[src/rtl/spi_gray_pkg.sv]
// Shared constants, receiver FSM states and the Gray-to-binary helper
// for the spi_gray_rx block.
package spi_gray_pkg;

   localparam logic [2:0] ADDR_DATA   = 3'd0;
   localparam logic [2:0] ADDR_STATUS = 3'd2;
   localparam logic [2:0] ADDR_CTRL   = 3'd4;

   localparam int ST_EMPTY = 0;
   localparam int ST_FULL  = 1;
   localparam int ST_OVF   = 2;
   localparam int ST_ABORT = 3;
   localparam int ST_LVL   = 4;

   localparam int CTRL_RX_EN  = 0;
   localparam int CTRL_IRQ_EN = 1;
   localparam int CTRL_CLR    = 7;

   typedef enum logic [1:0] {
      RX_IDLE,
      RX_SHIFT,
      RX_HOLD
   } rx_state_t;

   // bin[i] is the XOR of all Gray bits from the MSB down to i
   function automatic logic [7:0] gray2bin(input logic [7:0] g, input int unsigned n);
      logic [7:0] m;
      logic [7:0] b;
      m = g & 8'((32'd1 << n) - 32'd1);
      b = '0;
      for (int i = 0; i < 8; i++) b[i] = ^(m >> i);
      return b;
   endfunction

endpackage

[src/rtl/spi_gray_rx_if.sv]
// Bus bundle for spi_gray_rx: the SPI link from the Gray converter,
// the APB slave port and the interrupt line.
interface spi_gray_rx_if;
   logic       sclk;
   logic       cs;
   logic       mosi;
   logic [2:0] paddr;
   logic [7:0] pwdata;
   logic       psel;
   logic       penable;
   logic       pwrite;
   logic       pready;
   logic       pslverr;
   logic [7:0] prdata;
   logic       irq;

   modport master (
      output sclk, cs, mosi, paddr, pwdata, psel, penable, pwrite,
      input  pready, pslverr, prdata, irq
   );

   modport slave (
      input  sclk, cs, mosi, paddr, pwdata, psel, penable, pwrite,
      output pready, pslverr, prdata, irq
   );
endinterface

[src/rtl/sync_fifo.sv]
// Single-clock FIFO with occupancy count; a push while full is accepted
// only when a pop happens in the same cycle.
module sync_fifo #(
   parameter int WIDTH = 8,
   parameter int DEPTH = 4,
   parameter int LW    = $clog2(DEPTH) + 1
) (
   input  logic             clk,
   input  logic             rst,
   input  logic             push,
   input  logic             pop,
   input  logic [WIDTH-1:0] din,
   output logic [WIDTH-1:0] dout,
   output logic             full,
   output logic             empty,
   output logic [LW-1:0]    level
);

   localparam int AW = $clog2(DEPTH);

   logic [WIDTH-1:0] mem [DEPTH];
   logic [AW-1:0]    wptr, rptr;
   logic [LW-1:0]    cnt;
   logic             do_push, do_pop;

   assign full    = (cnt == LW'(DEPTH));
   assign empty   = (cnt == '0);
   assign level   = cnt;
   assign dout    = mem[rptr];
   assign do_pop  = pop & ~empty;
   assign do_push = push & (~full | pop);

   always_ff @(posedge clk or posedge rst) begin
      if (rst) begin
         wptr <= '0;
         rptr <= '0;
         cnt  <= '0;
      end else begin
         if (do_push) wptr <= (wptr == AW'(DEPTH-1)) ? '0 : wptr + 1'b1;
         if (do_pop)  rptr <= (rptr == AW'(DEPTH-1)) ? '0 : rptr + 1'b1;
         case ({do_push, do_pop})
            2'b10:   cnt <= cnt + 1'b1;
            2'b01:   cnt <= cnt - 1'b1;
            default: ;
         endcase
      end
   end

   always_ff @(posedge clk) begin
      if (do_push) mem[wptr] <= din;
   end

endmodule

[src/rtl/spi_gray_rx.sv]
// SPI deframer + Gray decoder + FIFO with an APB register port.
// Define GRAY_DECODE_EN to decode words; otherwise raw frames are stored.
module spi_gray_rx
   import spi_gray_pkg::*;
#(
   parameter int NO_OF_SPI_BITS = 8,
   parameter int FIFO_DEPTH     = 4
) (
   input  logic         clk,
   input  logic         rst,
   spi_gray_rx_if.slave bus
);

   localparam int N  = NO_OF_SPI_BITS;
   localparam int LW = $clog2(FIFO_DEPTH) + 1;

   logic          sclk_q, cs_q;
   logic          strobe, cs_fall, cs_rise;
   rx_state_t     st, st_nxt;
   logic [3:0]    bitcnt;
   logic [N-1:0]  shreg;
   logic          shift, start, done, abort_set, word_vld;

   logic [N-1:0]  fifo_din, fifo_dout;
   logic          fifo_full, fifo_empty, fifo_pop;
   logic [LW-1:0] fifo_level;

   logic          rx_en, irq_en, ovf, abort;
   logic          setup, ctrl_wr, clr, ovf_set, apb_err;
   logic [7:0]    rd_val;
   logic [7:0]    prdata_r;
   logic          pready_r, pslverr_r, irq_r;
   logic          unused_pwdata;

   assign strobe  = sclk_q & ~bus.sclk & ~bus.cs & rx_en;
   assign cs_fall = cs_q & ~bus.cs;
   assign cs_rise = ~cs_q & bus.cs;

   always_comb begin
      st_nxt    = st;
      shift     = 1'b0;
      start     = 1'b0;
      done      = 1'b0;
      abort_set = 1'b0;
      if (cs_fall) begin
         st_nxt = RX_SHIFT;
         start  = 1'b1;
      end else begin
         case (st)
            RX_SHIFT: begin
               if (!rx_en) begin
                  st_nxt = RX_IDLE;
               end else if (cs_rise) begin
                  st_nxt    = RX_IDLE;
                  abort_set = (bitcnt != 4'd0);
               end else if (strobe) begin
                  shift = 1'b1;
                  if (bitcnt == 4'(N-1)) begin
                     done   = 1'b1;
                     st_nxt = RX_HOLD;
                  end
               end
            end
            RX_HOLD:  if (cs_rise) st_nxt = RX_IDLE;
            default:  ;
         endcase
      end
   end

   always_ff @(posedge clk or posedge rst) begin
      if (rst) begin
         sclk_q   <= 1'b0;
         cs_q     <= 1'b1;
         st       <= RX_IDLE;
         bitcnt   <= '0;
         shreg    <= '0;
         word_vld <= 1'b0;
      end else begin
         sclk_q   <= bus.sclk;
         cs_q     <= bus.cs;
         st       <= st_nxt;
         word_vld <= done;
         if (start) begin
            bitcnt <= '0;
            shreg  <= '0;
         end else if (shift) begin
            bitcnt <= bitcnt + 4'd1;
            shreg  <= {shreg[N-2:0], bus.mosi};
         end
      end
   end

   // The completed word sits stable in shreg while in RX_HOLD, so the push
   // one cycle later still sees it.
`ifdef GRAY_DECODE_EN
   assign fifo_din = N'(gray2bin(8'(shreg), N));
`else
   assign fifo_din = shreg;
`endif

   sync_fifo #(
      .WIDTH (N),
      .DEPTH (FIFO_DEPTH),
      .LW    (LW)
   ) u_fifo (
      .clk   (clk),
      .rst   (rst),
      .push  (word_vld),
      .pop   (fifo_pop),
      .din   (fifo_din),
      .dout  (fifo_dout),
      .full  (fifo_full),
      .empty (fifo_empty),
      .level (fifo_level)
   );

   assign setup    = bus.psel & ~bus.penable;
   assign fifo_pop = setup & ~bus.pwrite & (bus.paddr == ADDR_DATA) & ~fifo_empty;
   assign ctrl_wr  = setup & bus.pwrite & (bus.paddr == ADDR_CTRL);
   assign clr      = ctrl_wr & bus.pwdata[CTRL_CLR];
   assign ovf_set  = word_vld & fifo_full & ~fifo_pop;
   assign unused_pwdata = ^bus.pwdata[6:2];

   always_comb begin
      rd_val  = '0;
      apb_err = 1'b0;
      case (bus.paddr)
         ADDR_DATA: begin
            apb_err = bus.pwrite | fifo_empty;
            if (!fifo_empty) rd_val = 8'(fifo_dout);
         end
         ADDR_STATUS: begin
            apb_err              = bus.pwrite;
            rd_val[ST_EMPTY]     = fifo_empty;
            rd_val[ST_FULL]      = fifo_full;
            rd_val[ST_OVF]       = ovf;
            rd_val[ST_ABORT]     = abort;
            rd_val[ST_LVL +: 4]  = 4'(fifo_level);
         end
         ADDR_CTRL: begin
            rd_val[CTRL_RX_EN]  = rx_en;
            rd_val[CTRL_IRQ_EN] = irq_en;
         end
         default: apb_err = 1'b1;
      endcase
   end

   always_ff @(posedge clk or posedge rst) begin
      if (rst) begin
         prdata_r  <= '0;
         pready_r  <= 1'b0;
         pslverr_r <= 1'b0;
         rx_en     <= 1'b1;
         irq_en    <= 1'b0;
         ovf       <= 1'b0;
         abort     <= 1'b0;
         irq_r     <= 1'b0;
      end else begin
         pready_r  <= setup;
         pslverr_r <= setup & apb_err;
         if (setup && !bus.pwrite) prdata_r <= rd_val;
         if (ctrl_wr) begin
            rx_en  <= bus.pwdata[CTRL_RX_EN];
            irq_en <= bus.pwdata[CTRL_IRQ_EN];
         end
         // A new event in the same cycle as a clear keeps the flag set
         ovf   <= ovf_set   | (ovf   & ~clr);
         abort <= abort_set | (abort & ~clr);
         irq_r <= irq_en & (~fifo_empty | ovf | abort);
      end
   end

   assign bus.prdata  = prdata_r;
   assign bus.pready  = pready_r;
   assign bus.pslverr = pslverr_r;
   assign bus.irq     = irq_r;

endmodule

[src/flat_wrapper.sv]
// flat-port wrapper written by rule: the top's interface ports become plain ports
module spi_gray_rx_flat import spi_gray_pkg::*;
#(
   parameter int NO_OF_SPI_BITS = 8,
   parameter int FIFO_DEPTH     = 4
)
  (clk, rst, bus_sclk, bus_cs, bus_mosi, bus_paddr, bus_pwdata, bus_psel, bus_penable, bus_pwrite, bus_pready, bus_pslverr, bus_prdata, bus_irq);
  spi_gray_rx_if bus_i ();
  input  logic clk;
  input  logic rst;
  input wire logic [$bits(bus_i.sclk)-1:0] bus_sclk;
  input wire logic [$bits(bus_i.cs)-1:0] bus_cs;
  input wire logic [$bits(bus_i.mosi)-1:0] bus_mosi;
  input wire logic [$bits(bus_i.paddr)-1:0] bus_paddr;
  input wire logic [$bits(bus_i.pwdata)-1:0] bus_pwdata;
  input wire logic [$bits(bus_i.psel)-1:0] bus_psel;
  input wire logic [$bits(bus_i.penable)-1:0] bus_penable;
  input wire logic [$bits(bus_i.pwrite)-1:0] bus_pwrite;
  output wire logic [$bits(bus_i.pready)-1:0] bus_pready;
  output wire logic [$bits(bus_i.pslverr)-1:0] bus_pslverr;
  output wire logic [$bits(bus_i.prdata)-1:0] bus_prdata;
  output wire logic [$bits(bus_i.irq)-1:0] bus_irq;
  assign bus_i.sclk = bus_sclk;
  assign bus_i.cs = bus_cs;
  assign bus_i.mosi = bus_mosi;
  assign bus_i.paddr = bus_paddr;
  assign bus_i.pwdata = bus_pwdata;
  assign bus_i.psel = bus_psel;
  assign bus_i.penable = bus_penable;
  assign bus_i.pwrite = bus_pwrite;
  assign bus_pready = bus_i.pready;
  assign bus_pslverr = bus_i.pslverr;
  assign bus_prdata = bus_i.prdata;
  assign bus_irq = bus_i.irq;
  spi_gray_rx #(.NO_OF_SPI_BITS(NO_OF_SPI_BITS), .FIFO_DEPTH(FIFO_DEPTH)) u_core (.clk(clk), .rst(rst), .bus(bus_i));
endmodule
[config.mk]
export PLATFORM = sky130hd
export DESIGN_NAME = spi_gray_rx_flat
export DESIGN_NICKNAME = d
export VERILOG_FILES = /design/src/rtl/spi_gray_pkg.sv /design/src/rtl/spi_gray_rx_if.sv /design/src/rtl/sync_fifo.sv /design/src/rtl/spi_gray_rx.sv /design/src/flat_wrapper.sv
export SDC_FILE = /design/constraint.sdc
export NUM_CORES = 1
export LEC_CHECK = 0
export ABC_AREA = 0
export BUFFER_PORTS_ARGS = -buffer_cell sky130_fd_sc_hd__buf_2
export CAP_MARGIN = 20
export CORE_ASPECT_RATIO = 1.25
export CORE_MARGIN = 2
export CORE_UTILIZATION = 45
export DETAILED_ROUTE_END_ITERATION = 8
export PLACE_DENSITY = 0.76
export SLEW_MARGIN = 20
export SYNTH_ARGS = -nofsm -noshare
export SYNTH_HDL_FRONTEND = slang
export SYNTH_SLANG_ARGS = --single-unit
[constraint.sdc]
create_clock -name clk -period 2 [get_ports clk]
set_input_delay 0.4 -clock clk [delete_from_list [all_inputs] [get_ports clk]]
set_output_delay 0.4 -clock clk [all_outputs]
set_load 0.02 [all_outputs]
==> results of run 1 <==
-- worst max-delay path, stage by stage (launching register included) --
cell and delay (ps):
dfrtp_1 390, or3_4 410, nand3_4 90, buf_4 130, inv_1 70, ha_4 160, buf_4 120, buf_4 120
xor2_1 150, nor2_1 130, xor2_1 150
-- worst paths after layout --
check,start,to,slack [ps],cells after the start
min reg2reg,u_core.bitcnt[3]$_DFFE_PP0P_,u_core.word_vld$_DFF_PP0_,500,1
min in group clk,bus_sclk,u_core.sclk_q$_DFF_PP0_,200,1
max,u_core.u_fifo.level[1]$_DFFE_PP0P_,u_core.u_fifo.level[2]$_DFFE_PP0P_,-10,10
max reg2reg,u_core.u_fifo.level[1]$_DFFE_PP0P_,u_core.u_fifo.level[2]$_DFFE_PP0P_,-10,10
min,rst,u_core.bus.pslverr$_DFF_PP0_,170,3
max in group asynchronous,rst,u_core.cs_q$_DFF_PP1_,1450,3
-- cell usage in the layout, fill, tap and decap left out, types with 3 or more instances in the layout --
| cell | synthesis | routed |
|---|---|---|
| a22oi_1 | 6 | 6 |
| nor2b_1 | 4 | 4 |
| xor2_1 | 3 | 3 |
| clkbuf_8 | 0 | 10 |
| ha_1 | 12 | 11 |
| nor3_1 | 4 | 3 |
| clkbuf_16 | 0 | 3 |
| mux4_2 | 8 | 8 |
| nand2_1 | 3 | 3 |
| edfxtp_1 | 32 | 32 |
| inv_1 | 17 | 15 |
| buf_4 | 1 | 25 |
| xnor2_1 | 3 | 3 |
| a21oi_1 | 7 | 7 |
| and2_1 | 5 | 5 |
| buf_2 | 1 | 24 |
| nand3_1 | 4 | 3 |
| dfrtp_1 | 37 | 37 |
| mux2i_1 | 10 | 10 |
| nor2_1 | 23 | 23 |
| buf_12 | 0 | 4 |
| mux2_2 | 6 | 6 |
-- sequential cells by signal, summed over array words and instances, names as in the netlist --
| name | count |
|---|---|
| u_core.irq_en | 1 |
| u_core.st | 2 |
| u_core.u_fifo.rptr | 2 |
| u_core.u_fifo.level | 3 |
| u_core.rx_en | 1 |
| u_core.bitcnt | 4 |
| u_core.u_fifo.mem | 32 |
| u_core.fifo_din | 8 |
| u_core.word_vld | 1 |
| u_core.cs_q | 1 |
| u_core.abort | 1 |
| u_core.bus.pready | 1 |
| u_core.sclk_q | 1 |
| u_core.bus.prdata | 8 |
| u_core.u_fifo.wptr | 2 |
| u_core.bus.irq | 1 |
| u_core.bus.pslverr | 1 |
| u_core.ovf | 1 |
-- layer usage --
| metal | track usage [%] | wire length [um] | up-vias |
|---|---|---|---|
| li1 | - | - | 931 |
| met1 | 18.4 | 2240 | 943 |
| met2 | 29.3 | 3050 | 31 |
| met3 | 3.62 | 164 | 12 |
| met4 | 9.72 | 138 | 0 |
| met5 | 0 | 0 | - |
-- cell type report --
class / count / area share (%)
repair buffers: 53 / 9.97
clock inverters: 2 / 0.322
clock buffers: 14 / 5.57
well taps: 90 / 2.90
inverters: 17 / 1.64
flip-flops and latches: 71 / 49.9
multi-input cells: 129 / 29.7
-- cells in the mapped netlist (2+ instances only) --
cell,n,share of area [%]
clkbuf_1,5,0.60
dfstp_2,2,1.7
xnor2_1,3,0.84
mux2i_1,10,3.2
nor4_1,2,0.40
o21ai_0,2,0.32
and2_1,5,1.0
mux4_2,8,5.8
nand2b_1,2,0.40
a21oi_1,7,1.1
a31oi_1,2,0.40
edfxtp_1,32,31
nand3_1,4,0.64
a21o_1,2,0.48
nor2b_1,4,0.80
mux2_2,6,2.2
nand2_1,3,0.36
dfrtp_1,37,30
a22oi_1,6,1.4
xor2_1,3,0.84
nor3_1,4,0.64
ha_1,12,4.8
nor2_1,23,2.8
inv_1,17,2.0
-- metrics by stage --
step	hold WS (ps)	TNS [ps]	cells
final	171	-10.7	376
after global routing	193	-135	376
after CTS	176	-75.8	376
after detailed placement	504	-159	357
after global placement	487	-74.3	357
after floorplan	404	-61.4	224
-- kinds of logic (layout without fill, tap and decap cells) --
group                      Yosys count  count (layout)  share of synthesized area [%]
buffers and inverters               24              86                           3.04
adders and majority gates           13              13                           5.44
muxes                               24              24                           11.1
DFF                                 71              71                           62.0
and+or+nand+nor                     58              58                           10.3
AOI/OAI and AO/OA                   28              28                           6.40
xor gates and xnor gates             6               6                           1.68
-- power by group --
part / switching, mW / internal (mW) / total, mW / leakage, nW
Combinational: 0.315 / 0.307 / 0.622 / 0.711
Clock: 0.514 / 0.714 / 1.23 / 0.119
Sequential: 0.0870 / 1.61 / 1.70 / 0.807
Total: 0.915 / 2.64 / 3.55 / 1.64
-- what timing repair did --
item,CTS,global route
endpoints found under the hold margin,0,0
setup endpoints to repair,1,2
pin swaps,4,4
hold buffers,0,0
setup buffers,3,0
gates resized for setup,1,3
==> reports/qor.yml, run 1 <==
status: "finished with violations"
violations: "negative setup slack"
final_nets: 313
cts_buffers: 9
cts_buffer_depth: 2
fill_cells: 551
setup_ws_ps: -10.7
wire_per_inst_um: 14.9
synth_edf_count: 32
numPortBuffers: 24
powerDensity_mw_per_mm2: 913
fmax_ghz: 0.497
finalHoldViolCount: 0
slew_headroom_pct: 61.6
finalWirelength_mm: 5.59
die_width_um: 78.6
layout-drive-gt1-share_pct: 34.3
cts.clk_slew.worst_paths_ps: 80
multi_input_area_sq_mm: 0.00116
synth_ff_type: "dfrtp_1"
syn_area_sq_mm: 0.00313
critPathMaxFanout: 3
critical_path_class: "reg2reg"
grt_pass1_wl_mm: 9.69
grt_use_total_pct: 16.7
finalPower_mw: 3.55
max-vdd-ir-drop_mv: 0.360
final.period_utilization_pct: 101
max_cap_violations: 0
diodes: 0
finClkSkew_ps: 12.2
worstSkewPairLatency_ps: 340
grt_start_max_net_pins: 40
dp_hpwl_mm: 3.89
first_global_vias: 2103
route.antenna.remaining_nets: 0
arrival_ps: 2270
die-area_sq_mm: 0.00764
cp-end-kind: "flip-flop"
grt_overflow_total: 0
min_period_ps: 2010
required_ps: 2260
synthDistinctLibCells: 47
vias: 1917
gp_congestion: 0.803
yosysSeqAreaShare_pct: 62.0
die_y_um: 97.2
maxSlewViolCount: 0
syn_area_per_cell_sq_um: 14.0
post_dp_cell_area_sq_mm: 0.00362
h-tree-depth: 3
drt_iter0_drc: 50
cts_root_buffer: "clkbuf_8"
ys_ff_latch: 71
crit_path_start_kind: "flip-flop"
final_util_pct: 56.8
p_leak_nw: 1.64
setup_viol: 1
cts_tree: "done"
final_area_sq_mm: 0.00389
tightest_slew_ps: 562
io_pins: 30
rows: 34
drt-pass1-iter-count: 4
yosysWarnings: 0
rsz0062_at_grt: "true"
core_sq_mm: 0.00685
initial_core_util_pct: 45.7
synthesis.instances: 224
route.detailed.drc: 0
min-delay-path-class: "in2async"
pre_cts_slack_ps: -109
syn_nets: 256
antenna_found_initial: 0
areaGrowthSynthToFinish_pct: 24.3
seq_area_sq_mm: 0.00194
ys_async_sr_fraction_pct: 54.9
cts_sinks: 71
routed_via_density: 5.10
Power figures use the tool's default switching activity.
==> run 2: changes to the inputs <==
--- a/config.mk
+++ b/config.mk
@@ -13,6 +13,7 @@
 export CORE_UTILIZATION = 45
 export DETAILED_ROUTE_END_ITERATION = 8
 export PLACE_DENSITY = 0.76
+export REMOVE_ABC_BUFFERS = 1
 export SLEW_MARGIN = 20
 export SYNTH_ARGS = -nofsm -noshare
 export SYNTH_HDL_FRONTEND = slang
==> run 2 against run 1 <==
Compared with the run above: the run still ends with negative setup slack left; global-route usage is 0.33 points lower; non-clock buffer count down 4; clock skew decreased by 4.2 ps; sequential cell count stayed put; clock power about the same; largest power group unchanged.
==> reports/qor.yml, run 2 (synthesis gave the netlist of run 1 again) <==
status: "finished with violations"
violations: "negative setup slack"
route.antenna.remaining_nets: 0
cp-end-kind: "flip-flop"
die-area_sq_mm: 0.00764
cts_tree: "done"
cts_root_buffer: "clkbuf_8"
whs_ps: 163
grt.busiest_layer: "met2"
fmax_ghz: 0.497
fin_setup_tns_ps: -10.6
grt_overflow_total: 0
final_nets: 309
r2r_setup_slack_ps: -10
required_ps: 2270
routed_via_density: 5.12
areaGrowthSynthToFinish_pct: 22.7
setup_ws_ps: -10.6
grtUsageMet2_pct: 29.1
die_width_um: 78.6
drt-pass1-iter-count: 4
critical_path_class: "reg2reg"
vias: 1904
finalWirelength_mm: 5.63
dp_hpwl_mm: 3.99
die_y_um: 97.2
tightest_slew_ps: 592
hold_buffers: 0
io_pins: 30
setup_viol: 1
drt_iter0_drc: 121
initial_core_util_pct: 45.7
layout.cells.non_filler: 372
rows: 34
crit_path_start_kind: "flip-flop"
worstSkewPairLatency_ps: 340
cts_buffer_depth: 2
grt_pass1_wl_mm: 9.40
met3_usage_pct: 3.35
max-vdd-ir-drop_mv: 0.399
min_period_ps: 2010
grt_use_total_pct: 16.4
reg2reg_depth: 10
largest_register_ffs: 32
finalHoldViolCount: 0
powerDensity_mw_per_mm2: 915
rsz0062_at_grt: "true"
final.period_utilization_pct: 101
finClkSkew_ps: 8.01
use_met1_pct: 18.0
first_global_vias: 1940
critPathMaxFanout: 2
cts.clk_slew.worst_paths_ps: 70
antenna_found_initial: 0
arrival_ps: 2280
placed_cells: 355
cts_sinks: 71
wire_per_inst_um: 15.1
layout.cells.most_common_list: "dfrtp_1, edfxtp_1, buf_2"
slew_headroom_pct: 59.5
route.detailed.drc: 0
layout-drive-gt1-share_pct: 32.6
numPortBuffers: 24
final_common_cell: "dfrtp_1"
p_leak_nw: 1.61
top_register: "u_core.u_fifo.mem"
grt_start_max_net_pins: 40
min-delay-path-class: "in2async"
cts_buffers: 9
core_sq_mm: 0.00685
diodes: 0
max_cap_violations: 0
maxSlewViolCount: 0
gp_congestion: 0.795
h-tree-depth: 3
-- run 2: worst paths after layout --
kind	endpoint	from
min reg2reg	u_core.bus.prdata[0]$_DFFE_PP0P_	u_core.bus.prdata[0]$_DFFE_PP0P_
max in group asynchronous	u_core.cs_q$_DFF_PP1_	rst
max reg2reg	u_core.u_fifo.level[2]$_DFFE_PP0P_	u_core.u_fifo.level[0]$_DFFE_PP0P_
max	u_core.u_fifo.level[2]$_DFFE_PP0P_	u_core.u_fifo.level[0]$_DFFE_PP0P_
min in group clk	u_core.sclk_q$_DFF_PP0_	bus_sclk
min	u_core.bus.pslverr$_DFF_PP0_	rst
-- run 2: per-layer routing --
metal	vias up	part of all wire, %
met2	39	55
met3	8	2.9
li1	916	-
met4	0	2.0
met1	941	41
met5	-	0
-- run 2: stage by stage --
| step | utilization [%] | setup WS, ps | power (mW) | cell area, sq um |
|---|---|---|---|---|
| floorplan | - | -422 | 2.08 | 3100 |
| finish | 56.0 | -10.6 | 3.51 | 3840 |
| CTS | 56.0 | -37.4 | 3.55 | 3840 |
| global route | 56.0 | -117 | 3.68 | 3840 |
| global placement | 52.2 | -113 | 2.28 | 3580 |
| detailed placement | 52.2 | -176 | 2.31 | 3580 |
-- run 2: cell type report --
| cell class | instances | area [sq um] |
|---|---|---|
| Tap cell | 90 | 113 |
| Clock inverter | 3 | 16.3 |
| Fill cell | 546 | 3010 |
| Multi-Input combinational cell | 129 | 1120 |
| Inverter | 17 | 63.8 |
| Sequential cell | 71 | 1940 |
| Timing Repair Buffer | 49 | 370 |
| Clock buffer | 13 | 213 |
-- run 2: where the power goes --
group	switching (mW)	internal (mW)
clock network	0.509	0.707
registers	0.0899	1.61
logic	0.307	0.286
-- run 2: what timing repair did --
action | 4_1_cts | 5_1_grt
endpoints found under the setup margin | 2 | 2
hold endpoints to repair | 0 | 0
buffers inserted | 1 | 0
gates resized for setup | 5 | 0
pin swaps | 3 | 3
-- run 2: worst max-delay path: stages, from the launching register on --
cell,delay [ps]
dfrtp_1,380
or3_4,410
nand3_4,80
a21boi_2,60
inv_1,60
ha_1,160
inv_1,60
fa_2,330
xor2_1,140
nor2_1,110
xor2_1,150
==> run 3: changes to the inputs <==
--- a/config.mk
+++ b/config.mk
@@ -12,7 +12,8 @@
 export CORE_MARGIN = 2
 export CORE_UTILIZATION = 45
 export DETAILED_ROUTE_END_ITERATION = 8
-export PLACE_DENSITY = 0.76
+export HOLD_SLACK_MARGIN = 0.06
+export PLACE_DENSITY = 0.73
 export REMOVE_ABC_BUFFERS = 1
 export SLEW_MARGIN = 20
 export SYNTH_ARGS = -nofsm -noshare
==> constraint.sdc (replaced) <==
create_clock -name clk -period 2.2 [get_ports clk]
set_input_delay 0.44 -clock clk [delete_from_list [all_inputs] [get_ports clk]]
set_output_delay 0.44 -clock clk [all_outputs]
set_load 0.02 [all_outputs]
==> run 3 against run 2 <==
Compared with the run above: the run now ends clean; first-iteration DRC count rose by 11%; setup slack improved by 180 ps; register-to-register slack gained 180 ps; final area shrank 0.16%; power decreased by 8.3%; global-route usage is 0.26 points lower; cell count grew 0.54%; critical path depth is the same; non-clock buffer count grew 2; critical endpoint unchanged; largest power group unchanged.
==> reports/qor.yml, run 3 (synthesis gave the netlist of run 1 again) <==
tightest_slew_ps: 489
max-vdd-ir-drop_mv: 0.409
cts.clk_slew.worst_paths_ps: 80
post_dp_cell_area_sq_mm: 0.00357
diodes: 0
grt_start_max_net_pins: 40
final_nets: 311
final.period_utilization_pct: 92.5
cts_root_buffer: "clkbuf_8"
reg2reg_depth: 10
cts_buffer_depth: 2
seqPwrFrac_pct: 48.0
max_cap_violations: 0
grtUsageMet2_pct: 27.0
initial_core_util_pct: 45.7
drt-pass1-iter-count: 4
min-delay-path-class: "in2async"
gp_congestion: 0.797
rows: 34
io_pins: 30
antenna_found_initial: 0
fill_cells: 559
die-area_sq_mm: 0.00764
layout.cells.most_common_list: "dfrtp_1, edfxtp_1, buf_2"
wire_per_inst_um: 14.7
routed_via_density: 5.06
pwr-share-clk_pct: 35.3
crit_path_start_kind: "flip-flop"
final_common_cell: "dfrtp_1"
finalWirelength_mm: 5.51
cp-end-kind: "flip-flop"
rsz0062_at_grt: "false"
slowest_delay_ps: 410
crit_chain: "or3_4 > nand3_4 > a21boi_2 > inv_1 > ha_1 > inv_1 > fa_2 > xor2_1 > nor2_1 > xor2_1"
h-tree-depth: 3
p_sw_uw: 855
dp_hpwl_mm: 3.87
pwr-share-comb_pct: 16.7
powerDensity_mw_per_mm2: 841
largest_register_ffs: 32
status: "complete, no violations"
fmax_ghz: 0.491
cts_tree: "done"
finClkSkew_ps: 7.98
maxSlewViolCount: 0
whs_ps: 199
p_leak_nw: 1.62
core_sq_mm: 0.00685
use_met1_pct: 19.1
drt_iter0_drc: 134
top_register: "u_core.u_fifo.mem"
required_ps: 2470
finalHoldViolCount: 0
slowest_stage: "or3_4"
final_area_sq_mm: 0.00383
grt.busiest_layer: "met2"
areaGrowthSynthToFinish_pct: 22.5
arrival_ps: 2300
fin_setup_tns_ps: 0
numPortBuffers: 24
internal_power_mw: 2.37
die_width_um: 78.6
vias: 1894
critPathMaxFanout: 3
layout-drive-gt1-share_pct: 32.7
grt_pass1_wl_mm: 9.39
min_period_ps: 2040
swShare_pct: 26.5
route.detailed.drc: 0
worstSkewPairLatency_ps: 340
die_y_um: 97.2
met3_usage_pct: 4.28
slew_headroom_pct: 66.6
grt_use_total_pct: 16.2
cts_buffers: 9
critical_path_class: "reg2reg"
cts_sinks: 71
route.antenna.remaining_nets: 0
grt_overflow_total: 0
first_global_vias: 1976
finalPower_mw: 3.22
setup_viol: 0
run 3: cell count changes in the layout (fill, tap and decap cells not counted), moves of 2 or more:
cell	before	now
buf_4	20	23
clkbuf_16	3	0
bufinv_16	0	2
clkinv_2	2	0
clkinvlp_4	0	2
run 3: area by class of cell:
class	count	area (sq um)	share of cell area, %
flip-flops and latches	71	1940	50.6
clock buffers	9	124	3.23
multi-input cells	129	1120	29.3
clock inverters	7	96.3	2.51
well taps	90	113	2.94
repair buffers	51	373	9.73
inverters	17	63.8	1.67
run 3: metal layers:
| layer | part of all wire (%) | routed length [um] |
|---|---|---|
| met5 | 0 | 0 |
| met4 | 2.4 | 133 |
| met3 | 3.6 | 201 |
| met2 | 52 | 2870 |
| met1 | 42 | 2310 |
run 3: through the flow:
step / std cells / utilization, % / setup WS [ps]
2_1_floorplan: 217 / - / -262
4_1_cts: 372 / 55.4 / 54.9
6_report: 374 / 56.0 / 165
3_3_place_gp: 356 / 52.2 / 7.63
5_1_grt: 374 / 56.0 / 13.2
3_5_place_dp: 356 / 52.2 / -36.2
run 3: timing repair:
action | CTS | global route
endpoints found under the setup margin | 1 | 1
hold buffers | 0 | 0
setup buffers | 0 | 2
cloned | 0 | 0
pin swaps | 0 | 2
gates resized for setup | 1 | 4
run 3: final timing paths:
kind	slack, ps	start	endpoint
setup / recovery	160	u_core.u_fifo.level[0]$_DFFE_PP0P_	u_core.u_fifo.level[2]$_DFFE_PP0P_
hold / removal	200	rst	u_core.bus.pready$_DFF_PP0_
setup reg to reg	160	u_core.u_fifo.level[0]$_DFFE_PP0P_	u_core.u_fifo.level[2]$_DFFE_PP0P_
hold reg to reg	510	u_core.bus.prdata[7]$_DFFE_PP0P_	u_core.bus.prdata[7]$_DFFE_PP0P_
max in group asynchronous	1630	rst	u_core.cs_q$_DFF_PP1_
min in group clk	220	bus_sclk	u_core.sclk_q$_DFF_PP0_
run 3: critical path: cells and delay by family, from the launching register on:
family,cells,cell delay [ps]
and+or+nand+nor,3,610
DFF,1,390
buffers and inverters,2,120
adders and majority gates,2,490
AOI/OAI and AO/OA,1,70
xor gates and xnor gates,2,280
run 3: power by group through the flow:
| stage | clock network [mW] | registers [mW] | logic, mW |
|---|---|---|---|
| after global placement | 0 | 1.57 | 0.505 |
| after floorplan | 0 | 1.62 | 0.274 |
| after global routing | 1.21 | 1.56 | 0.602 |
| final | 1.14 | 1.55 | 0.538 |
| after detailed placement | 0 | 1.58 | 0.517 |
| after CTS | 1.16 | 1.55 | 0.524 |
